### src/rtl/uart_pkg.sv
// Shared UART definitions: receiver FSM states, baud divider helper and
// legal parameter ranges. Build option UART_RX_PARITY_EN adds the PARITY
// state to the state encoding.
package uart_pkg;

  localparam int UART_MAJ_TAPS      = 3;
  localparam int UART_MIN_DATA_BITS = 5;
  localparam int UART_MAX_DATA_BITS = 9;
  localparam int UART_MIN_STOP_BITS = 1;
  localparam int UART_MAX_STOP_BITS = 2;
  localparam int UART_MIN_BAUD_DIV  = 8;

`ifdef UART_RX_PARITY_EN
  typedef enum logic [2:0] {
    IDLE,
    START,
    DATA,
    PARITY,
    STOP
  } uart_rx_state_t;
`else
  typedef enum logic [1:0] {
    IDLE,
    START,
    DATA,
    STOP
  } uart_rx_state_t;
`endif

  function automatic int baud_div(input int clk_freq, input int baud);
    return clk_freq / baud;
  endfunction

endpackage

### src/rtl/uart_rx_sync.sv
// Two-flop synchronizer for an asynchronous serial input, idling high,
// with a falling-edge strobe on the synchronized signal. Also intended for
// the transmitter's CTS input.
module uart_rx_sync (
  input  logic clk,
  input  logic rst_n,
  input  logic async_in,
  output logic sync_out,
  output logic fall
);

  logic meta_q;
  logic sync_q;
  logic prev_q;

  // Metastability chain plus one history flop for edge detection.
  always_ff @(posedge clk or negedge rst_n) begin
    if (!rst_n) begin
      meta_q <= 1'b1;
      sync_q <= 1'b1;
      prev_q <= 1'b1;
    end else begin
      meta_q <= async_in;
      sync_q <= meta_q;
      prev_q <= sync_q;
    end
  end

  assign sync_out = sync_q;
  assign fall     = prev_q & ~sync_q;

endmodule

### src/rtl/uart_rx_cfg.sv
// Parametrised UART receiver with majority-voted mid-bit sampling,
// false-start rejection, framing/parity/overrun flags and a valid/ready
// holding register. Define UART_RX_PARITY_EN to expect a parity bit.
module uart_rx_cfg
  import uart_pkg::*;
#(
  parameter int CLK_FREQ   = 48000000,
  parameter int BAUD       = 115200,
  parameter int DATA_BITS  = 8,
  parameter int STOP_BITS  = 1,
  parameter int PARITY_ODD = 0
) (
  input  logic                 clk,
  input  logic                 rst_n,
  input  logic                 rxd,
  output logic [DATA_BITS-1:0] rx_data,
  output logic                 rx_valid,
  input  logic                 rx_ready,
  output logic                 frame_err,
  output logic                 parity_err,
  output logic                 overrun,
  output logic                 rx_busy
);

  localparam int BAUD_DIV = baud_div(CLK_FREQ, BAUD);
  localparam int CNT_W    = $clog2(BAUD_DIV);
  localparam int MID      = BAUD_DIV / 2;

  localparam logic [CNT_W-1:0] DIV_LAST  = CNT_W'(BAUD_DIV - 1);
  localparam logic [CNT_W-1:0] TAP_EARLY = CNT_W'(MID - 1);
  localparam logic [CNT_W-1:0] TAP_MID   = CNT_W'(MID);
  localparam logic [CNT_W-1:0] TAP_LATE  = CNT_W'(MID + 1);
  localparam logic [3:0]       LAST_DATA = 4'(DATA_BITS - 1);
  localparam logic [3:0]       LAST_STOP = 4'(STOP_BITS - 1);

  if (BAUD_DIV < UART_MIN_BAUD_DIV) begin : g_bad_baud_div
    $error("uart_rx_cfg: CLK_FREQ/BAUD must be at least 8");
  end
  if (DATA_BITS < UART_MIN_DATA_BITS || DATA_BITS > UART_MAX_DATA_BITS) begin : g_bad_data_bits
    $error("uart_rx_cfg: DATA_BITS must be 5..9");
  end
  if (STOP_BITS < UART_MIN_STOP_BITS || STOP_BITS > UART_MAX_STOP_BITS) begin : g_bad_stop_bits
    $error("uart_rx_cfg: STOP_BITS must be 1 or 2");
  end
  if (PARITY_ODD < 0 || PARITY_ODD > 1) begin : g_bad_parity_odd
    $error("uart_rx_cfg: PARITY_ODD must be 0 or 1");
  end

  logic                     rxd_s;
  logic                     rxd_fall;
  uart_rx_state_t           state;
  uart_rx_state_t           state_d;
  logic [CNT_W-1:0]         baud_cnt;
  logic [3:0]               bit_cnt;
  logic [UART_MAJ_TAPS-2:0] taps;
  logic                     maj;
  logic                     tick;
  logic                     load_frame;
  logic                     accept;
  logic [DATA_BITS-1:0]     shift_q;
  logic                     stop_err_q;
  logic                     frame_err_d;

  uart_rx_sync u_sync (
    .clk      (clk),
    .rst_n    (rst_n),
    .async_in (rxd),
    .sync_out (rxd_s),
    .fall     (rxd_fall)
  );

  // The third vote is the live sample at MID+1, when every bit decision is made.
  assign maj         = (taps[1] & taps[0]) | (taps[1] & rxd_s) | (taps[0] & rxd_s);
  assign tick        = (state != IDLE) && (baud_cnt == TAP_LATE);
  assign frame_err_d = stop_err_q | ~maj;
  assign accept      = load_frame && (!rx_valid || rx_ready);
  assign rx_busy     = (state != IDLE);

  // FSM state register.
  always_ff @(posedge clk or negedge rst_n) begin
    if (!rst_n) begin
      state <= IDLE;
    end else begin
      state <= state_d;
    end
  end

  // Next-state logic; the frame completes half a bit early so the next start edge is caught.
  always_comb begin
    state_d    = state;
    load_frame = 1'b0;
    case (state)
      IDLE:  if (rxd_fall) state_d = START;
      START: if (tick) state_d = maj ? IDLE : DATA;
      DATA: begin
        if (tick && bit_cnt == LAST_DATA) begin
`ifdef UART_RX_PARITY_EN
          state_d = PARITY;
`else
          state_d = STOP;
`endif
        end
      end
`ifdef UART_RX_PARITY_EN
      PARITY: if (tick) state_d = STOP;
`endif
      STOP: begin
        if (tick && bit_cnt == LAST_STOP) begin
          state_d    = IDLE;
          load_frame = 1'b1;
        end
      end
      default: state_d = IDLE;
    endcase
  end

  // Bit timing, vote taps, payload shifter and stop-bit error accumulation.
  always_ff @(posedge clk or negedge rst_n) begin
    if (!rst_n) begin
      baud_cnt   <= '0;
      bit_cnt    <= '0;
      taps       <= '1;
      shift_q    <= '0;
      stop_err_q <= 1'b0;
    end else if (state == IDLE) begin
      baud_cnt   <= '0;
      bit_cnt    <= '0;
      stop_err_q <= 1'b0;
    end else begin
      baud_cnt <= (baud_cnt == DIV_LAST) ? '0 : baud_cnt + 1'b1;
      if (baud_cnt == TAP_EARLY || baud_cnt == TAP_MID) begin
        taps <= {taps[0], rxd_s};
      end
      if (tick) begin
        bit_cnt <= (state_d != state) ? '0 : bit_cnt + 1'b1;
        if (state == DATA) begin
          shift_q <= {maj, shift_q[DATA_BITS-1:1]};
        end
        if (state == STOP && !maj) begin
          stop_err_q <= 1'b1;
        end
      end
    end
  end

  // Holding register: a completed frame is dropped only when the held one is not being taken.
  always_ff @(posedge clk or negedge rst_n) begin
    if (!rst_n) begin
      rx_data   <= '0;
      rx_valid  <= 1'b0;
      frame_err <= 1'b0;
      overrun   <= 1'b0;
    end else begin
      overrun <= 1'b0;
      if (accept) begin
        rx_data   <= shift_q;
        frame_err <= frame_err_d;
        rx_valid  <= 1'b1;
      end else if (load_frame) begin
        overrun <= 1'b1;
      end else if (rx_valid && rx_ready) begin
        rx_valid <= 1'b0;
      end
    end
  end

`ifdef UART_RX_PARITY_EN
  logic par_err_q;

  // Parity check against the fully shifted payload.
  always_ff @(posedge clk or negedge rst_n) begin
    if (!rst_n) begin
      par_err_q <= 1'b0;
    end else if (tick && state == PARITY) begin
      par_err_q <= maj ^ (^shift_q) ^ 1'(PARITY_ODD);
    end
  end

  // Parity flag travels with the frame into the holding register.
  always_ff @(posedge clk or negedge rst_n) begin
    if (!rst_n) begin
      parity_err <= 1'b0;
    end else if (accept) begin
      parity_err <= par_err_q;
    end
  end
`else
  assign parity_err = 1'b0;
`endif

endmodule

### config.mk
export PLATFORM = sky130hd
export DESIGN_NAME = uart_rx_cfg
export DESIGN_NICKNAME = d
export VERILOG_FILES = /design/src/rtl/uart_pkg.sv /design/src/rtl/uart_rx_sync.sv /design/src/rtl/uart_rx_cfg.sv
export SDC_FILE = /design/constraint.sdc
export NUM_CORES = 1
export LEC_CHECK = 0
export CAP_MARGIN = 25
export CORE_MARGIN = 4
export CORE_UTILIZATION = 56
export CTS_CLUSTER_SIZE = 8
export DETAILED_ROUTE_END_ITERATION = 12
export PLACE_DENSITY = 0.78
export RECOVER_POWER = 100
export SLEW_MARGIN = 20
export SYNTH_ARGS = -nofsm -noshare
export SYNTH_HDL_FRONTEND = slang
export SYNTH_SLANG_ARGS = --single-unit
### constraint.sdc
create_clock -name clk -period 2.2 [get_ports clk]
set_input_delay 0.33 -clock clk [delete_from_list [all_inputs] [get_ports clk]]
set_output_delay 0.33 -clock clk [all_outputs]
set_load 0.01 [all_outputs]
# Yosys cells after proc, flatten, opt, wreduce, memory -nomap -nowiden
# Cells that the tools add are included.
[word_totals]
reg_bits = 40
latch_bits = 0
ramBits = 0
mem_bits_ro = 0
inputBits = 4
wordCells = 76
memories = 0
[classes]
addsub = 2
mul = 0
n_div = 0
order_cmp = 0
n_eq_ne = 10
n_shift = 0
muxes = 21
n_bitwise = 10
reduce_logical = 20
[ops]
columns = ["op", "n"]
rows = [
  ["$eq A9 B8 Y1 const B", 3],
  ["$mux W9", 2],
  ["$mux W4", 3],
  ["$mux W1", 10],
  ["$mux W2", 5],
  ["$add A9 B1 Y9 const B", 1],
  ["$eq A9 B9 Y1 const B", 1],
  ["$pmux W2 S4", 1],
  ["$reduce_bool A2 Y1", 4],
  ["$logic_and A1 B1 Y1", 6],
  ["$reduce_and A2 Y1", 3],
  ["$add A4 B1 Y4 const B", 1],
  ["$and A1 B1 Y1", 4],
  ["$eq A2 B2 Y1 const B", 2],
  ["$eq A4 B3 Y1 const B", 1],
  ["$logic_not A4 Y1", 1],
  ["$not A1 Y1", 3],
  ["$or A1 B1 Y1", 3],
  ["$reduce_and A3 Y1", 1],
  ["$eq A2 B1 Y1 const B", 1],
  ["$logic_not A1 Y1", 2],
  ["$logic_not A2 Y1", 1],
  ["$logic_or A1 B1 Y1", 2],
  ["$ne A2 B1 Y1 const B", 1],
  ["$ne A2 B2 Y1", 1],
]

# Logic depth before layout (Yosys ltp)
[depth]
word_depth = 10
mapped_depth = 7
mapped_depth_nobuf = 6

# Hierarchy
# From an unflattened synthesis, not the netlist that was laid out.
[unflattened]
hier_cells = 152
hier_area_um2 = 1893.1
[by_module_without_submodules]
columns = ["mod", "n_inst", "cells_per_inst", "area_per_inst_um2"]
rows = [
  ["uart_rx_cfg", 1, 148, 1800.5],
  ["uart_rx_sync", 1, 4, 92.6],
]

# Worst setup path after synthesis
# No wires, ideal clock.
[synth_timing]
path_kind = "register to register"
start = "register baud_cnt[1]"
end = "register frame_err"
setup_ns = 0.125
arrival_ns = 1.633
required_time_ns = 2.075
path_slack_ns = 0.442
stages_incl_launch_ff = 8
period_less_slack_ns = 1.758
path_cell_list = "dfrtp_1 > inv_1 > ha_1 > and4bb_4 > nand3_4 > nor3b_2 > buf_6 > mux2_4"
[synth_between]
elab_chain_cells = 6
[synth_lines]
columns = ["element", "line", "source"]
rows = [
  ["start, declared", "uart_rx_cfg.sv:53", "logic [CNT_W-1:0] baud_cnt;"],
  ["start signal, assigned", "uart_rx_cfg.sv:130", "baud_cnt <= (baud_cnt == DIV_LAST) ? '0 : baud_cnt + 1'b1;"],
  ["$eq A9 B8 Y1", "uart_rx_cfg.sv:74", "assign tick = (state != IDLE) && (baud_cnt == TAP_LATE);"],
  ["$logic_and A1 B1 Y1", "uart_rx_cfg.sv:74", ""],
  ["$logic_and A1 B1 Y1", "uart_rx_cfg.sv:108", "if (tick && bit_cnt == LAST_STOP) begin"],
  ["$mux W1", "uart_rx_cfg.sv:108", ""],
  ["$mux W1", "uart_rx_cfg.sv:92", "case (state)"],
  ["$logic_and A1 B1 Y1", "uart_rx_cfg.sv:76", "assign accept = load_frame && (!rx_valid || rx_ready);"],
  ["end signal, assigned", "uart_rx_cfg.sv:157", "frame_err <= frame_err_d;"],
  ["end, declared", "uart_rx_cfg.sv:19", "output logic frame_err,"],
]
# Every way passes these cells.
# A chain may end at the register's enable or synchronous reset.

# Worst setup path after layout
[layout_timing]
start = "register state[1]"
end = "output port rx_busy"
[layout_between]
elab_chain_cells = 1
[layout_lines]
columns = ["element", "line", "source"]
rows = [
  ["start, declared", "uart_rx_cfg.sv:51", "uart_rx_state_t state;"],
  ["start signal, assigned", "uart_rx_cfg.sv:84", "state <= state_d;"],
  ["$reduce_bool A2 Y1", "uart_rx_cfg.sv:77", "assign rx_busy = (state != IDLE);"],
  ["end, declared", "uart_rx_cfg.sv:22", "output logic rx_busy"],
]
# Every way passes these cells.

==> summary.md <==
| Metric | Value |
|---|---|
| Max FO, Critical Path | 8 |
| Mapped Cells | 146 |
| Post-CTS Hold Buffers | 0 |
| Seq pwr share | 57.0% |
| Period utilization | 91.9% |
| Total Routing Usage GR | 17.0% |
| PwrDens | 735 nW/um^2 |
| Measured slew at the worst slew-check pin | 2020 ps |
| Clk_lat worst skew | 350 ps |
| Total congestion overflow | 0 |
| I/O pin count | 17 |
| Wirelength per Cell | 14.4 um |
| CP arrival | 1690 ps |
| Max-slew headroom | -34.6% |
| H-tree levels | 2 |
| Type of the most critical hold path | reg -> reg |
| CTS tree | yes |
| P&R area growth vs syn | 10.9% |
| Max Freq | 0.495 GHz |
| PortBufs | 15 |
| Reg clk slew, reported paths | 120 ps |
| Most frequent cell after synthesis | dfrtp_1 |
| Clk_skew | 13.4 ps |
| Fraction of layout instances using a drive strength above 1 | 18.0% |
| Core Rows | 20 |
| Vert. Die Dim | 65.7 um |
| Routed Antenna Nets | 0 |
| Via total after detailed routing | 1156 |
| Met2 usage | 28.4% |
| Fin. Hold Viols | 0 |
| Pin count of the biggest net entering global routing | 41 |
| ANT cells | 0 |
| Synth unique cells | 38 |
| Critical path class | reg -> out |
| Switching share of power | 27.1% |
| EDFF count, synth | 0 |
| Die area | 4310 um^2 |
| Post-cts sizing count | 0 |
| Worst Path Required | 1870 ps |
| Vias per std cell | 5.48 |
| CP Launch Type | register |
| Worst setup EP type | output port |
| Final setup fails | 0 |
| Post-synth top cells | dfrtp_1, mux2_2, nor2_1, mux2_4, o21ai_0 |
| Final WL | 3030 um |
| Tmin final | 2020 ps |
| Total core area | 3130 um^2 |
| Syn avg cell area | 12.8 um^2 |
| Flops & latches, synth | 40 |
| CTS root buffer | clkbuf_4 |
| Failing checks | max-capacitance violations, max-slew violations |
| Synthesized area | 1860 um^2 |
| Final nets | 175 |
| Postcts setup bufs | 0 |
| Seq/Total Area, Yosys | 54.1% |
| Initial Util | 59.6% |
| Async set-reset flop share out of synthesis | 100% |
| Grt met1 use | 20.6% |
| Comb pwr share | 12.0% |
| Total chip power | 1.52 mW |
| Max Slew Vio Count | 41 |
| Status | finished with violations |
| RSZ-0062 raised after global routing | false |
| Total CTS buffers | 5 |
| First-pass GRT wire length | 5590 um |
| Yosys warning total | 0 |
| CTS Buffer Depth | 2 |
| Initial drt markers | 70 |
| Met3 Usage GRT | 3.76% |
| GRT busiest layer | met2 |
| Die W | 65.7 um |
| Synthesized Nets | 155 |
| Initial antenna violation count | 0 |
| Net Sw Power | 0.412 mW |
| Post-synth top flop | dfrtp_1 |
| Internal Pwr Total | 1.11 mW |
| Cells along the critical path | nor2_1 -> inv_1 -> clkdlybuf4s50_1 |
| Vias in the first global route | 1238 |
| Final Core Density | 66.1% |
| CP max stage delay | 560 ps |
| Leak | 0.996 nW |
| Drt pass-1 iters | 4 |
| Most area-hungry cell type in the Yosys netlist | dfrtp_1 |
| Max IR drop VDD | 0.530 mV |
| CTS sink cnt | 40 |
| Sum Neg Setup Slack | 0 ps |
| Share of total power in the clock network | 31.0% |
| Final HPWL DP | 2220 um |
| Routability congestion estimate | 0.782 |
| Top cell type's share of synthesized area | 47.0% |
| Critical path's slowest cell | clkdlybuf4s50_1 |
| Max cap viols | 1 |
| Synth top area cells | dfrtp_1, mux2_4, dfstp_2 |
| DRC | 0 |
[power by group through the flow]
stage               combinational (mW)  clock [mW]  sequential (mW)
floorplan                        0.192           0            0.838
finish                           0.183       0.470            0.866
global route                     0.213       0.510            0.879
global placement                 0.184           0            0.874
detailed placement               0.193           0            0.879
CTS                              0.194       0.476            0.865
[state kept, by name, summed over array words and instances (netlist names), 2 cells and up]
| signal | flops |
|---|---|
| rx_data | 8 |
| baud_cnt | 9 |
| shift_q | 8 |
| bit_cnt | 4 |
| state | 2 |
| taps | 2 |
[metal layers]
layer	part of all wire [%]	wire length, um	vias up
li1	-	-	554
met1	44	1330	568
met2	49	1500	27
met3	4.4	133	7
met4	2.4	72	0
met5	0	0	-
[area by class of cell]
type | instances | area [um^2]
Fill cell | 239 | 1060
Sequential cell | 40 | 1010
Multi-Input combinational cell | 95 | 743
Timing Repair Buffer | 18 | 163
Tap cell | 44 | 55.1
Clock buffer | 6 | 41.3
Clock inverter | 2 | 35.0
Inverter | 6 | 22.5
[cell usage in the layout (no fill, tap or decap), types with 5 or more instances in the layout]
cell type and count:
dfrtp_1 35, dlygate4sd3_1 12, mux2_2 11, nor2_1 10, o21ai_0 7, mux2_1 7, inv_1 6, nand2_1 6
a21oi_1 5, ha_1 5, clkbuf_4 5
[cell families (layout without fill, tap and decap cells)]
family / Yosys count / count (layout) / synth area share (%)
xor+xnor: 5 / 5 / 2.35
flops: 40 / 40 / 54.1
fa+ha+maj: 6 / 6 / 3.90
simple gates: 43 / 43 / 14.7
compound gates: 20 / 20 / 7.05
buf+inv: 11 / 32 / 3.83
other cells: 1 / 1 / 0.201
mux: 20 / 20 / 13.9
[critical path: cells and delay by family, from the launching register on]
family / cells / cell delay (ps)
buffers and inverters: 2 / 700
flip-flops: 1 / 540
AND/OR/NAND/NOR: 1 / 100
[path summary, 6_finish.rpt]
check	startpoint	end	slack (ps)	cells after the start
setup / recovery	state[1]	rx_busy	180	3
hold / removal	u_sync.meta_q	u_sync.sync_out	380	0
setup reg to reg	baud_cnt[1]	rx_data[4]	210	7
hold reg to reg	u_sync.meta_q	u_sync.sync_out	380	0
max in group asynchronous	rst_n	bit_cnt[1]	500	1
min in group asynchronous	rst_n	shift_q[4]	540	1
[through the flow]
step | cells | setup slack [ps] | area (um^2) | hold WS [ps]
after floorplan | 146 | 442 | 1860 | 34.4
after global placement | 203 | 333 | 2040 | 348
after detailed placement | 203 | 286 | 2040 | 353
after CTS | 211 | 166 | 2110 | 90.5
after global routing | 211 | 40.7 | 2070 | 387
final | 211 | 178 | 2070 | 378
Power figures use the tool's default switching activity.
